==> config.mk <==
export PLATFORM = sky130hd
export DESIGN_NAME = sprite_motion_ctrl
export DESIGN_NICKNAME = d
export VERILOG_FILES = /design/src/rtl/sprite_pkg.sv /design/src/rtl/sprite_axis_step.sv /design/src/rtl/sprite_motion_ctrl.sv
export SDC_FILE = /design/constraint.sdc
export NUM_CORES = 1
export LEC_CHECK = 0
export ABC_AREA = 1
export CORE_UTILIZATION = 52
export DETAILED_ROUTE_END_ITERATION = 8
export MAX_ROUTING_LAYER = met4
export PLACE_DENSITY = 0.88
export REMOVE_ABC_BUFFERS = 1
export SYNTH_ARGS = -nofsm -noshare
export SYNTH_HDL_FRONTEND = slang
export SYNTH_SLANG_ARGS = --single-unit
==> constraint.sdc <==
create_clock -name clk -period 1.95 [get_ports clk]
set_clock_uncertainty 0.15 [all_clocks]
set_input_delay 0.39 -clock clk [delete_from_list [all_inputs] [get_ports clk]]
set_output_delay 0.39 -clock clk [all_outputs]
set_load 0.01 [all_outputs]
==> src/rtl/sprite_pkg.sv <==
// sprite_pkg: shared types and 1080p timing constants for the sprite motion
// controller and its helpers.
package sprite_pkg;

  // Screen coordinate width and the coordinate type built from it
  localparam int CORDW = 12;
  typedef logic [CORDW-1:0] coord_t;

  // 1080p60 raster (active and total sizes)
  localparam int H_RES      = 1920;
  localparam int V_RES      = 1080;
  localparam int H_RES_FULL = 2200;
  localparam int V_RES_FULL = 1125;

  // Position update sequencer: idle, then one cycle per axis
  typedef enum logic [1:0] {
    IDLE   = 2'd0,
    MOVE_X = 2'd1,
    MOVE_Y = 2'd2
  } state_e;

endpackage

==> src/rtl/sprite_axis_step.sv <==
// sprite_axis_step: combinational single-axis clamp/bounce step.
// Moving forward (i_dir=1) the position grows by i_speed and clamps at
// i_limit, reversing direction there. Moving backward it shrinks by i_speed
// and clamps at 0, reversing direction there. The forward sum is formed one
// bit wider so it cannot wrap before the compare.
module sprite_axis_step #(
  parameter int CORDW = 12
) (
  input  logic [CORDW-1:0] i_pos,
  input  logic             i_dir,
  input  logic [CORDW-1:0] i_speed,
  input  logic [CORDW-1:0] i_limit,
  output logic [CORDW-1:0] o_pos,
  output logic             o_dir
);

  logic [CORDW:0] w_sum;

  assign w_sum = {1'b0, i_pos} + {1'b0, i_speed};

  // Next position and direction for one step along this axis
  always_comb begin
    o_pos = i_pos;
    o_dir = i_dir;
    if (i_dir) begin
      if (w_sum >= {1'b0, i_limit}) begin
        o_pos = i_limit;
        o_dir = 1'b0;
      end else begin
        o_pos = w_sum[CORDW-1:0];
      end
    end else begin
      if (i_pos <= i_speed) begin
        o_pos = '0;
        o_dir = 1'b1;
      end else begin
        o_pos = i_pos - i_speed;
      end
    end
  end

endmodule

==> src/rtl/sprite_motion_ctrl.sv <==
// sprite_motion_ctrl: owns one sprite's screen position, moves it once per
// frame during vertical blanking with edge bounce, and issues the sprite
// engine's start pulse in the horizontal blanking of the line before the
// first drawn line.
// Optional build macro SPRITE_MOTION_FRAMEDIV_EN: update only every
// FRAME_DIV frames (counted while move_en is high).
module sprite_motion_ctrl #(
  parameter int CORDW      = sprite_pkg::CORDW,
  parameter int H_RES      = sprite_pkg::H_RES,
  parameter int V_RES      = sprite_pkg::V_RES,
  parameter int V_RES_FULL = sprite_pkg::V_RES_FULL,
  parameter int SPR_W_PIX  = 240,
  parameter int SPR_H_PIX  = 240,
  parameter int START_X    = 840,
  parameter int START_Y    = 420,
  parameter int SPEED_X    = 4,
  parameter int SPEED_Y    = 2
`ifdef SPRITE_MOTION_FRAMEDIV_EN
  ,
  parameter int FRAME_DIV  = 4
`endif
) (
  input  logic             clk,
  input  logic             rst,
  input  logic [CORDW-1:0] sx,
  input  logic [CORDW-1:0] sy,
  input  logic             move_en,
  output logic [CORDW-1:0] sprx,
  output logic [CORDW-1:0] spry,
  output logic             start,
  output logic             frame,
  output logic             dir_x,
  output logic             dir_y
);

  import sprite_pkg::*;

  // Raster constants at coordinate width
  localparam logic [CORDW-1:0] L_V_RES     = CORDW'(V_RES);
  localparam logic [CORDW-1:0] L_H_LAST    = CORDW'(H_RES - 1);
  localparam logic [CORDW-1:0] L_V_LAST    = CORDW'(V_RES_FULL - 1);
  localparam logic [CORDW-1:0] L_LIMIT_X   = CORDW'(H_RES - SPR_W_PIX);
  localparam logic [CORDW-1:0] L_LIMIT_Y   = CORDW'(V_RES - SPR_H_PIX);
  localparam logic [CORDW-1:0] L_SPEED_X   = CORDW'(SPEED_X);
  localparam logic [CORDW-1:0] L_SPEED_Y   = CORDW'(SPEED_Y);
  localparam logic [CORDW-1:0] L_START_X   = CORDW'(START_X);
  localparam logic [CORDW-1:0] L_START_Y   = CORDW'(START_Y);
  localparam logic [CORDW-1:0] L_COR_RESET =
    (START_Y == 0) ? CORDW'(V_RES_FULL - 1) : CORDW'(START_Y - 1);

  state_e           r_state;
  state_e           w_state_next;
  logic [CORDW-1:0] r_sprx;
  logic [CORDW-1:0] r_spry;
  logic             r_dir_x;
  logic             r_dir_y;
  logic [CORDW-1:0] r_spry_cor;
  logic             r_start;
  logic             r_frame;
  logic             w_div_ok;
  logic [CORDW-1:0] w_x_pos;
  logic             w_x_dir;
  logic [CORDW-1:0] w_y_pos;
  logic             w_y_dir;

`ifdef SPRITE_MOTION_FRAMEDIV_EN
  localparam int DIV_W = (FRAME_DIV > 1) ? $clog2(FRAME_DIV) : 1;
  localparam logic [DIV_W-1:0] L_DIV_LAST = DIV_W'(FRAME_DIV - 1);

  logic [DIV_W-1:0] r_div_cnt;

  // Count enabled frames; wraps on the frame that triggers an update
  always_ff @(posedge clk) begin
    if (rst) begin
      r_div_cnt <= '0;
    end else if (r_frame && move_en) begin
      r_div_cnt <= (r_div_cnt == L_DIV_LAST) ? '0 : r_div_cnt + 1'b1;
    end
  end

  assign w_div_ok = (r_div_cnt == L_DIV_LAST);
`else
  assign w_div_ok = 1'b1;
`endif

  // Per-axis bounce logic, evaluated from the current position
  sprite_axis_step #(.CORDW(CORDW)) u_step_x (
    .i_pos   (r_sprx),
    .i_dir   (r_dir_x),
    .i_speed (L_SPEED_X),
    .i_limit (L_LIMIT_X),
    .o_pos   (w_x_pos),
    .o_dir   (w_x_dir)
  );

  sprite_axis_step #(.CORDW(CORDW)) u_step_y (
    .i_pos   (r_spry),
    .i_dir   (r_dir_y),
    .i_speed (L_SPEED_Y),
    .i_limit (L_LIMIT_Y),
    .o_pos   (w_y_pos),
    .o_dir   (w_y_dir)
  );

  // Frame strobe: one cycle after the first pixel of vertical blanking
  always_ff @(posedge clk) begin
    if (rst) begin
      r_frame <= 1'b0;
    end else begin
      r_frame <= (sy == L_V_RES) && (sx == '0);
    end
  end

  // Update sequencer state register
  always_ff @(posedge clk) begin
    if (rst) begin
      r_state <= IDLE;
    end else begin
      r_state <= w_state_next;
    end
  end

  // Update sequencer next state: move_en only matters in the frame cycle
  always_comb begin
    w_state_next = r_state;
    case (r_state)
      IDLE:    if (r_frame && move_en && w_div_ok) w_state_next = MOVE_X;
      MOVE_X:  w_state_next = MOVE_Y;
      MOVE_Y:  w_state_next = IDLE;
      default: w_state_next = IDLE;
    endcase
  end

  // Position and direction: x commits in MOVE_X, y commits in MOVE_Y
  always_ff @(posedge clk) begin
    if (rst) begin
      r_sprx  <= L_START_X;
      r_spry  <= L_START_Y;
      r_dir_x <= 1'b1;
      r_dir_y <= 1'b1;
    end else begin
      if (r_state == MOVE_X) begin
        r_sprx  <= w_x_pos;
        r_dir_x <= w_x_dir;
      end
      if (r_state == MOVE_Y) begin
        r_spry  <= w_y_pos;
        r_dir_y <= w_y_dir;
      end
    end
  end

  // Line before the sprite's top line; a top line of 0 wraps to the last
  // line of the previous frame, which follows the update in time
  always_ff @(posedge clk) begin
    if (rst) begin
      r_spry_cor <= L_COR_RESET;
    end else begin
      r_spry_cor <= (r_spry == '0) ? L_V_LAST : r_spry - 1'b1;
    end
  end

  // Start pulse lands on the first horizontal blanking pixel of that line
  always_ff @(posedge clk) begin
    if (rst) begin
      r_start <= 1'b0;
    end else begin
      r_start <= (sy == r_spry_cor) && (sx == L_H_LAST);
    end
  end

  assign sprx  = r_sprx;
  assign spry  = r_spry;
  assign start = r_start;
  assign frame = r_frame;
  assign dir_x = r_dir_x;
  assign dir_y = r_dir_y;

endmodule

# Word level (Yosys, flattened, before mapping)
# Cells that the tools add are included.
op_classes:
  addsub: 5
  order_cmp: 4
  n_eq_ne: 6
  mux: 15
  reduce_logical: 7
op_table:
  columns: ["op", "n"]
  rows:
  - ["2-to-1 mux 12 bit", 6]
  - ["== test 12 x 11 -> 1 bit, second input constant", 2]
  - ["zero test 12 bit", 2]
  - ["adder 12 x 2 -> 13 bit, second input constant", 1]
  - ["adder 12 x 3 -> 13 bit, second input constant", 1]
  - [">= comparator 13 x 10 -> 1 bit, second input constant", 1]
  - [">= comparator 13 x 11 -> 1 bit, second input constant", 1]
  - ["== test 12 bit", 1]
  - ["<= comparator 12 x 2 -> 1 bit, second input constant", 1]
  - ["<= comparator 12 x 3 -> 1 bit, second input constant", 1]
  - ["subtractor 12 x 1 -> 12 bit, second input constant", 1]
  - ["subtractor 12 x 2 -> 12 bit, second input constant", 1]
  - ["subtractor 12 x 3 -> 12 bit, second input constant", 1]
  - ["2-to-1 mux 11 bit", 1]
  - ["2-to-1 mux 1 bit", 6]
  - ["one-hot mux 2 bit (2 select lines)", 1]
  - ["logical AND 1 bit", 3]
  - ["== test 2 x 1 -> 1 bit, second input constant", 1]
  - ["== test 2 bit, second input constant", 1]
  - ["zero test 2 bit", 1]
  - ["2-to-1 mux 2 bit", 1]
  - ["!= test 2 bit, second input constant", 1]
  - ["OR reduction 2 bit", 1]
totals:
  regBits: 42
  inputBits: 27
  output_inout_bits: 28
  wordCells: 46

# Depth between registers and ports, before layout
logic_depth:
  word_depth: 4
  ltp_mapped: 15
  mapped_depth_nobuf: 15

# By module
# From an unflattened synthesis, not the netlist that was laid out.
unflattened:
  cells_unflattened: 948
  area_unflattened_um2: 5803.1
by_module_without_submodules:
  columns: ["module", "instances", "cells_per_inst", "area_per_inst_um2", "seq_area_each_um2"]
  rows:
  - ["sprite_motion_ctrl", 1, 296, 2019.4, 840.8]
  - ["sprite_axis_step (u_step_y)", 1, 337, 1969.4, 0.0]
  - ["sprite_axis_step (u_step_x)", 1, 315, 1814.2, 0.0]

# Least setup slack after synthesis
# OpenSTA, ideal clock, no wires.
synth_path:
  path_kind: "register -> register"
  start: "reg r_sprx[2] (netlist: sprx[2])"
  end: "reg r_sprx[5] (netlist: sprx[5])"
  setup_time_ns: 0.115
  t_arrival_ns: 1.630
  required_ns: 1.685
  path_slack_ns: 0.056
  stages_incl_launch_ff: 12
  path_cell_list: "dfxtp_1 -> ha_1 -> nand3_2 -> nor2_1 -> nand3_1 -> nand2_1 -> nand2_1 -> nor2_1 -> nand2_2 -> nand2_4 -> nor2_1 -> o21a_1"
synth_via:
  elab_chain_cells: 4
synth_rtl:
  columns: ["item", "line", "source"]
  rows:
  - ["from (decl)", "sprite_motion_ctrl.sv:53", "logic [CORDW-1:0] r_sprx;"]
  - ["from (signal assigned)", "sprite_motion_ctrl.sv:143", "r_sprx <= w_x_pos;"]
  - ["adder 12 x 3 -> 13 bit", "sprite_axis_step.sv:19", "assign w_sum = {1'b0, i_pos} + {1'b0, i_speed};"]
  - [">= comparator 13 x 11 -> 1 bit", "sprite_axis_step.sv:26", "if (w_sum >= {1'b0, i_limit}) begin"]
  - ["2-to-1 mux 12 bit", "sprite_axis_step.sv:26", null]
  - ["2-to-1 mux 12 bit (*)", "sprite_axis_step.sv:25", "if (i_dir) begin"]
# Every way passes the cells marked *; elsewhere a longest branch is shown, timed or not.
# A chain may end at the register's enable or synchronous reset.

# Final worst setup path
layout_path:
  start: "reg r_spry[1] (netlist: spry[1])"
  end: "out spry[1]"
layout_lines:
  columns: ["item", "line", "source"]
  rows:
  - ["from (decl)", "sprite_motion_ctrl.sv:54", "logic [CORDW-1:0] r_spry;"]
  - ["from (signal assigned)", "sprite_motion_ctrl.sv:147", "r_spry <= w_y_pos;"]
  - ["to (decl)", "sprite_motion_ctrl.sv:29", "output logic [CORDW-1:0] spry,"]
# No word-level cell between the ends.

==> run metrics <==
mean routed wirelength per cell 13.9 um; Gate Count Post-Synth 433; PwrDens 413 mW/mm2; Post-route DRC 0; Yosys warnings 0; clk buf depth 2; # nets final 542; CTS HTree Levels 2; Die Wd 75.2 um; maximum fanout along the worst path 6; Leakage 1.64 nW; cell area after synthesis 0.00279 mm2; antenna violations before repair 0; std cell rows 26; R2R Path Start sprx[3]; Seq/Total Area, Yosys 28.0%; vias in the first global route 2749; outcome finished, final reports clean; Clock Sinks 39; max frequency 523 MHz; I/O Pins 55; hold endpoint r_state[0]; Max Cap Violations 0; GRT overflow 0; setup slack, reg-to-reg 0.05 ns; average vias per placed instance 5.55; Yosys cell types 44; clock root buffer clkbuf_8; Port Buffers 51; core area 0.00514 mm2; largest net degree at the start of global routing 25; Crit Path Category flip-flop to output port; placer congestion estimate 0.976; setup repair after global routing missed its margin true; final antenna-violating net count 0; Max stage delay on crit path 0.54 ns; CP Data Arrival Time 1.37 ns; Max VDD drop 0.000270 V; Die Span Y 75.2 um; Routed WL 8080 um; CTS Buf Count 5; DR iter-0 viols 318; vias 3215; fin crit period 1.91 ns; clk_lat worst skew 0.30 ns; endpoint class of the critical path output port; Tot GR Track Use 29.4%; Pre-antenna DRT Iters 7; critical path's slowest cell clkdlybuf4s50_1; final slew viol count 0; layout cell share with drive strength beyond 1 20.6%; Hold Crit Start r_state[1]; area grow syn2layout 37.7%; WHS Path Cells 1; Final HPWL DP 5730 um; Tcrit/Tclk final 98.0%; first-pass GRT wire length 12100 um; synthesized flop and latch total 39; Post-Route Utilization 74.7%; Initial Util 54.2%; Clock Pin Slew Worst Setup and Hold Paths 0.08 ns; total power 1.59 mW; Worst setup SP type flip-flop; Antenna Cells 0; CTS tree yes; syn avg cell area 6.44 um2; FF-to-FF End sprx[2]; Worst Hold Class flip-flop to flip-flop; Hold Fails Final Rpt 0; Die Footprint 0.00566 mm2; CP Data Required Time 1.41 ns; Critical Path, Cell by Cell buf_4 > clkdlybuf4s50_1; Reg2Reg Depth 11; Filler cells 391; # setup viols final 0
[report_power, final]
group          total [mW]  switching, mW  leakage, nW  internal [mW]
combinational       0.103         0.0431         1.27         0.0596
clock               0.692          0.311       0.0581          0.381
sequential          0.791  0.00000000970        0.317          0.791
[cell type report]
type | count | area [um2] | area share, %
well taps | 70 | 87.6 | 2.28
inverters | 60 | 225 | 5.87
repair buffers | 78 | 716 | 18.7
clock buffers | 5 | 68.8 | 1.79
clock inverters | 3 | 43.8 | 1.14
multi-input cells | 324 | 1900 | 49.4
flip-flops and latches | 39 | 801 | 20.9
[critical path, delay by kind of cell (launching register included)]
family / cells / cell delay, ns
DFF: 1 / 0.38
buffers and inverters: 2 / 0.69
[cell families after synthesis]
group           Yosys count  share of synthesized area [%]
compound gates           65                           13.9
xor+xnor                 16                           5.03
fa+ha+maj                 7                           3.14
buf+inv                  72                           10.6
flops                    39                           28.0
other cells               1                          0.135
simple gates            233                           39.2
[per-layer routing]
metal / global-route usage (%) / wire [um] / vias up
li1: - / - / 1554
met2: 45.6 / 3650 / 189
met5: - / 0 / -
met3: 5.76 / 815 / 25
met1: 37.2 / 3380 / 1447
met4: 12.6 / 232 / 0
[through the flow]
stage	worst slack (ns)	area [um2]	hold slack (ns)	cells	setup TNS, ns
after floorplan	0.0373	2730	0.268	423	0
after global placement	0.0251	3470	0.298	564	0
after detailed placement	0.00535	3470	0.321	564	0
after CTS	0.000789	3590	0.333	572	0
after global routing	-0.0526	3840	0.337	579	-0.258
final	0.0388	3840	0.334	579	0
[worst max path at each step]
| stage | end | slack (ns) | start | cells past startpoint |
|---|---|---|---|---|
| 6_report | spry[1] | 0.04 | spry[1] | 2 |
| 3_5_place_dp | r_spry_cor[1] | 0.005 | rst | 5 |
| 5_1_grt | spry[11] | -0.05 | spry[3] | 8 |
| 4_1_cts | spry[1] | 0.0008 | spry[1] | 2 |
| 3_3_place_gp | frame | 0.03 | rst | 4 |
| 2_1_floorplan | sprx[5] | 0.04 | sprx[2] | 11 |
[Yosys cell counts, drive strengths merged]
library cell  number  area, um2
ha                 7       87.6
nand3             31        185
nand4             13       81.3
nor4               3       18.8
dfxtp             39        781
a221oi             1       8.76
inv               59        221
clkinv             1       3.75
nand2            114        443
o21ai             19       98.8
a22o               1       8.76
nor2              52        225
conb               1       3.75
o211ai             2       15.0
o22ai              2       12.5
a211oi             1       7.51
buf                7       50.0
o31ai              4       35.0
nor3              12       85.1
a2111oi            1       8.76
a31oi              1       6.26
xor2              13        114
or4                1       7.51
or2                6       37.5
a21oi             32        179
clkbuf             5       18.8
xnor2              3       26.3
nor4b              1       8.76
o21a               1       7.51
[registers in the layout, indices dropped and copies added, names as in the netlist]
register / count
frame: 1
sprx: 10
dir_x: 1
r_state: 2
dir_y: 1
start: 1
r_spry_cor: 12
spry: 11
[timing repair]
| item | CTS | global route |
|---|---|---|
| hold buffers | 0 | 0 |
| setup endpoints to repair | 6 | 34 |
| resized for setup | 2 | 56 |
| pin swaps | 1 | 18 |
| buffers inserted | 0 | 7 |
[cell usage in the layout, fill, tap and decap left out, types with 6 or more instances in the layout]
cell / instances
nor2_1: 41
dfxtp_2: 7
a21oi_1: 26
buf_4: 27
dfxtp_1: 29
o21ai_0: 12
nand3_1: 23
nand2_1: 103
clkdlybuf4s50_1: 50
nand4_1: 13
inv_1: 56
nor2_4: 6
xor2_1: 10
nand3_2: 6
nand2_2: 8
Power figures use the tool's default switching activity.
